`src/rtl/uart_boot_loader.sv`:
```
// UART boot loader: reads a little-endian length header and N data words over the UART
// slave port, writes them to memory and answers with ACK (06) or NAK (15).
// Optional byte echo is enabled by defining UART_LOADER_ECHO_EN.
module uart_boot_loader #(
  parameter int unsigned MAX_WORDS = 16384,
  parameter logic [31:0] UART_BASE = 32'h0
) (
  input  logic        sys_clk,
  input  logic        sys_rst,
  input  logic        start,
  input  logic [31:0] base_adr,
  output logic        busy,
  output logic        done,
  output logic        err,
  output logic [15:0] words_written,
  output logic [31:0] u_adr_o,
  output logic [31:0] u_dat_o,
  output logic        u_we_o,
  output logic        u_stb_o,
  input  logic [31:0] u_dat_i,
  input  logic        u_ack_i,
  output logic [31:0] m_adr_o,
  output logic [31:0] m_dat_o,
  output logic        m_we_o,
  output logic        m_stb_o,
  input  logic        m_ack_i
);

  typedef enum logic [2:0] {
    IDLE, RD_REQ, RD_DATA, MEM_WR, TX_RESP, DONE
`ifdef UART_LOADER_ECHO_EN
    , ECHO
`endif
  } state_t;

  state_t      state, state_nxt, after_byte;
  logic [31:0] base_q, len_q, word_q, word_full, m_adr_q, m_dat_q;
  logic [15:0] ww_q;
  logic [7:0]  resp_q, acc_byte;
  logic [1:0]  byte_idx;
  logic        hdr_seen, err_q;
  logic        acc_fire, word_done, len_zero, len_big, last_word;
  logic        unused_dat_hi;
`ifdef UART_LOADER_ECHO_EN
  logic [7:0]  echo_q;
`endif

  assign unused_dat_hi = ^u_dat_i[31:9];

  // A byte is consumed when it leaves RD_DATA, or when its echo write is acked.
  always_comb begin
    acc_fire = 1'b0;
    acc_byte = u_dat_i[7:0];
`ifdef UART_LOADER_ECHO_EN
    if (state == ECHO && u_ack_i) begin
      acc_fire = 1'b1;
      acc_byte = echo_q;
    end
`else
    acc_fire = (state == RD_DATA) && u_dat_i[8];
`endif
    word_full = word_q;
    word_full[{byte_idx, 3'b000} +: 8] = acc_byte;
    word_done = acc_fire && (byte_idx == 2'd3);
    len_zero  = (word_full == '0);
    len_big   = (word_full > 32'(MAX_WORDS));
    last_word = (({16'h0, ww_q} + 32'd1) == len_q);
    if (byte_idx != 2'd3)
      after_byte = RD_REQ;
    else if (hdr_seen)
      after_byte = MEM_WR;
    else if (len_zero || len_big)
      after_byte = TX_RESP;
    else
      after_byte = RD_REQ;
  end

  always_ff @(posedge sys_clk or posedge sys_rst) begin
    if (sys_rst)
      state <= IDLE;
    else
      state <= state_nxt;
  end

  always_comb begin
    state_nxt = state;
    case (state)
      IDLE:    if (start) state_nxt = RD_REQ;
      RD_REQ:  if (u_ack_i) state_nxt = RD_DATA;
`ifdef UART_LOADER_ECHO_EN
      RD_DATA: state_nxt = u_dat_i[8] ? ECHO : RD_REQ;
      ECHO:    if (u_ack_i) state_nxt = after_byte;
`else
      RD_DATA: state_nxt = u_dat_i[8] ? after_byte : RD_REQ;
`endif
      MEM_WR:  if (m_ack_i) state_nxt = last_word ? TX_RESP : RD_REQ;
      TX_RESP: if (u_ack_i) state_nxt = DONE;
      DONE:    state_nxt = IDLE;
      default: state_nxt = IDLE;
    endcase
  end

  always_ff @(posedge sys_clk or posedge sys_rst) begin
    if (sys_rst) begin
      base_q   <= '0;
      len_q    <= '0;
      word_q   <= '0;
      m_adr_q  <= '0;
      m_dat_q  <= '0;
      ww_q     <= '0;
      resp_q   <= '0;
      byte_idx <= '0;
      hdr_seen <= 1'b0;
      err_q    <= 1'b0;
`ifdef UART_LOADER_ECHO_EN
      echo_q   <= '0;
`endif
    end else begin
      if (state == IDLE && start) begin
        base_q   <= base_adr;
        len_q    <= '0;
        word_q   <= '0;
        ww_q     <= '0;
        byte_idx <= '0;
        hdr_seen <= 1'b0;
        err_q    <= 1'b0;
      end
`ifdef UART_LOADER_ECHO_EN
      if (state == RD_DATA && u_dat_i[8])
        echo_q <= u_dat_i[7:0];
`endif
      if (acc_fire) begin
        word_q   <= word_full;
        byte_idx <= byte_idx + 2'd1;
        if (word_done) begin
          if (!hdr_seen) begin
            len_q <= word_full;
            if (len_zero) begin
              resp_q <= 8'h06;
            end else if (len_big) begin
              err_q  <= 1'b1;
              resp_q <= 8'h15;
            end else begin
              hdr_seen <= 1'b1;
            end
          end else begin
            m_adr_q <= base_q + {14'h0, ww_q, 2'b00};
            m_dat_q <= word_full;
          end
        end
      end
      if (state == MEM_WR && m_ack_i) begin
        ww_q   <= ww_q + 16'd1;
        resp_q <= 8'h06;
      end
    end
  end

  always_comb begin
    u_stb_o = 1'b0;
    u_we_o  = 1'b0;
    u_adr_o = '0;
    u_dat_o = '0;
    m_stb_o = 1'b0;
    m_we_o  = 1'b0;
    done    = 1'b0;
    case (state)
      RD_REQ: begin
        u_stb_o = 1'b1;
        u_adr_o = UART_BASE;
      end
`ifdef UART_LOADER_ECHO_EN
      ECHO: begin
        u_stb_o = 1'b1;
        u_we_o  = 1'b1;
        u_adr_o = UART_BASE;
        u_dat_o = {24'h0, echo_q};
      end
`endif
      TX_RESP: begin
        u_stb_o = 1'b1;
        u_we_o  = 1'b1;
        u_adr_o = UART_BASE;
        u_dat_o = {24'h0, resp_q};
      end
      MEM_WR: begin
        m_stb_o = 1'b1;
        m_we_o  = 1'b1;
      end
      DONE:    done = !err_q;
      default: ;
    endcase
  end

  assign busy          = (state != IDLE);
  assign err           = err_q;
  assign words_written = ww_q;
  assign m_adr_o       = m_adr_q;
  assign m_dat_o       = m_dat_q;

endmodule
```
`config.mk`:
```
export PLATFORM = sky130hd
export DESIGN_NAME = uart_boot_loader
export DESIGN_NICKNAME = d
export VERILOG_FILES = /design/src/rtl/uart_boot_loader.sv
export SDC_FILE = /design/constraint.sdc
export NUM_CORES = 1
export LEC_CHECK = 0
export CORE_MARGIN = 4
export CORE_UTILIZATION = 51
export CTS_BUF_LIST = sky130_fd_sc_hd__clkbuf_4 sky130_fd_sc_hd__clkbuf_8 sky130_fd_sc_hd__clkbuf_16
export DETAILED_ROUTE_END_ITERATION = 6
export GPL_TIMING_DRIVEN = 0
export PLACE_DENSITY_LB_ADDON = 0.08
export SLEW_MARGIN = 20
export SYNTH_ARGS = -nofsm -noshare
export SYNTH_HDL_FRONTEND = slang
export SYNTH_SLANG_ARGS = --single-unit
```
`constraint.sdc`:
```
create_clock -name sys_clk -period 6.9 [get_ports sys_clk]
set_clock_uncertainty 0.15 [all_clocks]
set_input_delay 0.69 -clock sys_clk [delete_from_list [all_inputs] [get_ports sys_clk]]
set_output_delay 0.69 -clock sys_clk [all_outputs]
set_load 0.005 [all_outputs]
```
==> summary.txt <==
Layout
  – Commonest non-fill, non-tap cell in the layout: dfrtp_1
  – # nets final: 1324
  – Fillers: 1625
  – Commonest cells after routing, fill and taps aside: dfrtp_1, o21ai_0, clkdlybuf4s50_1
  – P&R area growth vs syn: 26.0%
  – Final std cell area, no fill: 12300 µm²
  – Fraction of layout cells with a size suffix above 1: 13.3%
  – Non-filler cells, final: 1478
  – Ant. Diodes: 0

Global routing
  – Gr ovfl total: 0
  – GRT Resource Usage Total: 24.5%
  – Initial antenna violation count: 0
  – Most used routing layer in global routing: met2
  – Number of global-route vias before repair: 7787
  – GR Util met3: 4.07%
  – Global-route wire length before repair: 42200 µm
  – Routing usage on met2: 38.9%
  – Global Route met1 Usage: 35.1%
  – Largest net degree at the start of global routing: 71

Critical path
  – CP Data Required Time: 7080 ps
  – Crit-path max cell delay: 520 ps
  – CP startpoint kind: register
  – Critical path peak fanout: 9
  – Worst-path cell chain: inv_2 -> ha_1 -> nor3b_2 -> a31oi_1 -> nand4_1 -> nor4_2 -> nand2_1 -> o2bb2ai_1 -> a21o_1
  – WS Path Type: register to register
  – Crit. End Element: register
  – WP data arrival: 3510 ps
  – CP max-delay cell: nor4_2

Yosys
  – Ys async rst share: 100%
  – Synth Flop Type: dfrtp_1
  – Cells after Synth: 1015
  – Area leader, netlist: dfrtp_1
  – Yosys reg bits: 186
  – Post-Syn Area: 9740 µm²
  – Yosys cell types: 69
  – Top cells by area, synth: dfrtp_1, o21ai_0, nand2_1
  – Top-area cell type share of the netlist area: 47.8%
  – Syn Area/Cell: 9.60 µm²
  – Sequential-to-total area share from yosys stat: 47.8%
  – EDFF count, synth: 0
  – YS warnings: 0

STA
  – Setup violators final: 0
  – Post-layout min period: 3330 ps
  – Fmax: 300 MHz
  – Slew Limit Fails: 0
  – Final Hold Viols: 0
  – Max_slew headroom: 33.9%
  – Final period util: 48.3%
  – Worst-margin pin slew: 992 ps
  – RSZ-0062 raised after global routing: false

Power
  – Leakage: 5.49 nW
  – P per Cell Area: 268 nW/µm²
  – Overall Power: 3.29 mW
  – VDD IR max: 0.183 mV

Clock tree
  – CTS Buf Count: 17
  – Cts repair resizes: 0
  – Post-CTS Setup Bufs: 0
  – Htree depth: 4
  – TritonCTS clock tree: built
  – Hold Buf Count CTS: 0
  – Clock Pin Slew Worst Setup and Hold Paths: 70 ps
  – Root Driver: clkbuf_16
  – Clock Path Buffers: 2
  – Num Clock Sinks: 186
  – Skew-Pair Late Insertion Delay: 440 ps

Route
  – Vias: 8080
  – Routed WL: 26100 µm
  – Drt initial violations: 457
  – DR pass1 iterations: 5
  – Wirelength per Cell: 17.7 µm
  – Avg Vias per Cell: 5.47
  – Remaining antenna violation count after routing: 0
  – Drt drc: 0

Placed design
  – DP HPWL: 19400 µm
  – # port buffers: 136
  – Gpl congestion: 0.940
  – Area of placed instances: 11700 µm²
  – Cells after DPL: 1446

Floorplan
  – Rows: 50
  – Die Ht: 146 µm
  – Starting density of the core: 51.9%
  – CORE AREA: 18800 µm²
  – Die ar.: 21400 µm²
  – IO Pins: 220
  – Die Wd: 146 µm

Status
  – Status: finished, final reports clean

Job
  – Max Cap Viol: 0

Min path
  – Hold Path Class: register to register
==> sequential cells by signal (all words and copies together), names as in the netlist <==
register and count:
len_q 32, base_q 32, byte_idx 2, resp_q 3
state 3, words_written 16, m_adr_o 32, word_q 32
hdr_seen 1, m_dat_o 32, err 1
==> worst paths after layout <==
check	endpoint	cells after the start	slack, ps	startpoint
worst max-delay path	state[2]	9	3570	byte_idx[0]
worst min-delay path	resp_q[2]	1	320	resp_q[2]
worst max register to register	state[2]	9	3570	byte_idx[0]
worst min register to register	resp_q[2]	1	320	resp_q[2]
max in group asynchronous	words_written[1]	4	5110	sys_rst
min in group asynchronous	m_adr_o[7]	2	500	sys_rst
==> cell type report <==
type / count / area, µm² / area share (%)
plain buffers: 115 / 687 / 5.60
well taps: 234 / 293 / 2.39
clock buffers: 18 / 439 / 3.58
flip-flops and latches: 186 / 4650 / 37.9
clock inverters: 14 / 155 / 1.26
inverters: 14 / 60.1 / 0.489
repair buffers: 138 / 1420 / 11.5
multi-input cells: 759 / 4570 / 37.2
==> report_power, final <==
| group | leakage (nW) | internal [mW] | total (mW) | switching (mW) |
|---|---|---|---|---|
| Clock | 0.282 | 0.522 | 0.983 | 0.461 |
| Combinational | 2.69 | 0.415 | 0.973 | 0.558 |
| Sequential | 2.51 | 1.22 | 1.33 | 0.107 |
| Total | 5.49 | 2.16 | 3.29 | 1.13 |
==> routing by layer <==
metal	part of all wire, %	vias to the layer above	routed length [µm]
met3	6.0	26	1560
li1	-	3887	-
met5	0	-	0
met4	1.7	0	455
met2	47	274	12300
met1	45	3893	11800
==> through the flow <==
step	setup WS (ps)	setup TNS [ps]	hold WS (ps)	utilization, %
2_1_floorplan	1000	0	279	-
3_3_place_gp	-1540	-284800	287	61.9
3_5_place_dp	3220	0	298	62.2
4_1_cts	3600	0	316	65.4
5_1_grt	3380	0	338	65.4
6_report	3570	0	315	65.4
==> worst max-delay path, delay by kind of cell (launching register included) <==
family	cells	cell delay, ps
fa+ha+maj	1	400
flops	1	510
buf+inv	1	140
compound gates	3	820
simple gates	4	1200
==> cells by family (layout without fill, tap and decap cells) <==
kind of cell	after synthesis	count (layout)	share of synthesized area, %
simple gates	308	308	15.7
mux	38	38	4.38
fa+ha+maj	24	24	3.16
buf+inv	129	299	7.59
xor+xnor	51	51	4.59
flops	186	186	47.8
compound gates	278	278	16.8
other cells	1	60	0.0385
==> cell usage after synthesis, drive strengths merged, types with 2 or more instances <==
master / instances
nand4: 10
o211ai: 2
a21o: 12
a211o: 2
nor2: 37
o21a: 5
nand3: 47
a2111oi: 3
and2: 2
a221o: 3
o2111ai: 2
nand2: 128
inv: 14
nor2b: 29
xor2: 23
buf: 76
and2b: 2
nor3: 14
a21oi: 40
a31oi: 21
xnor2: 28
dfrtp: 186
ha: 23
a211oi: 7
nand2b: 3
nor4: 9
o21ai: 161
o41ai: 3
nand3b: 3
nor3b: 4
o31ai: 8
nor4bb: 3
mux2: 37
and3: 11
or3: 2
clkbuf: 39
Note: power is estimated with default switching activity, not from simulation.
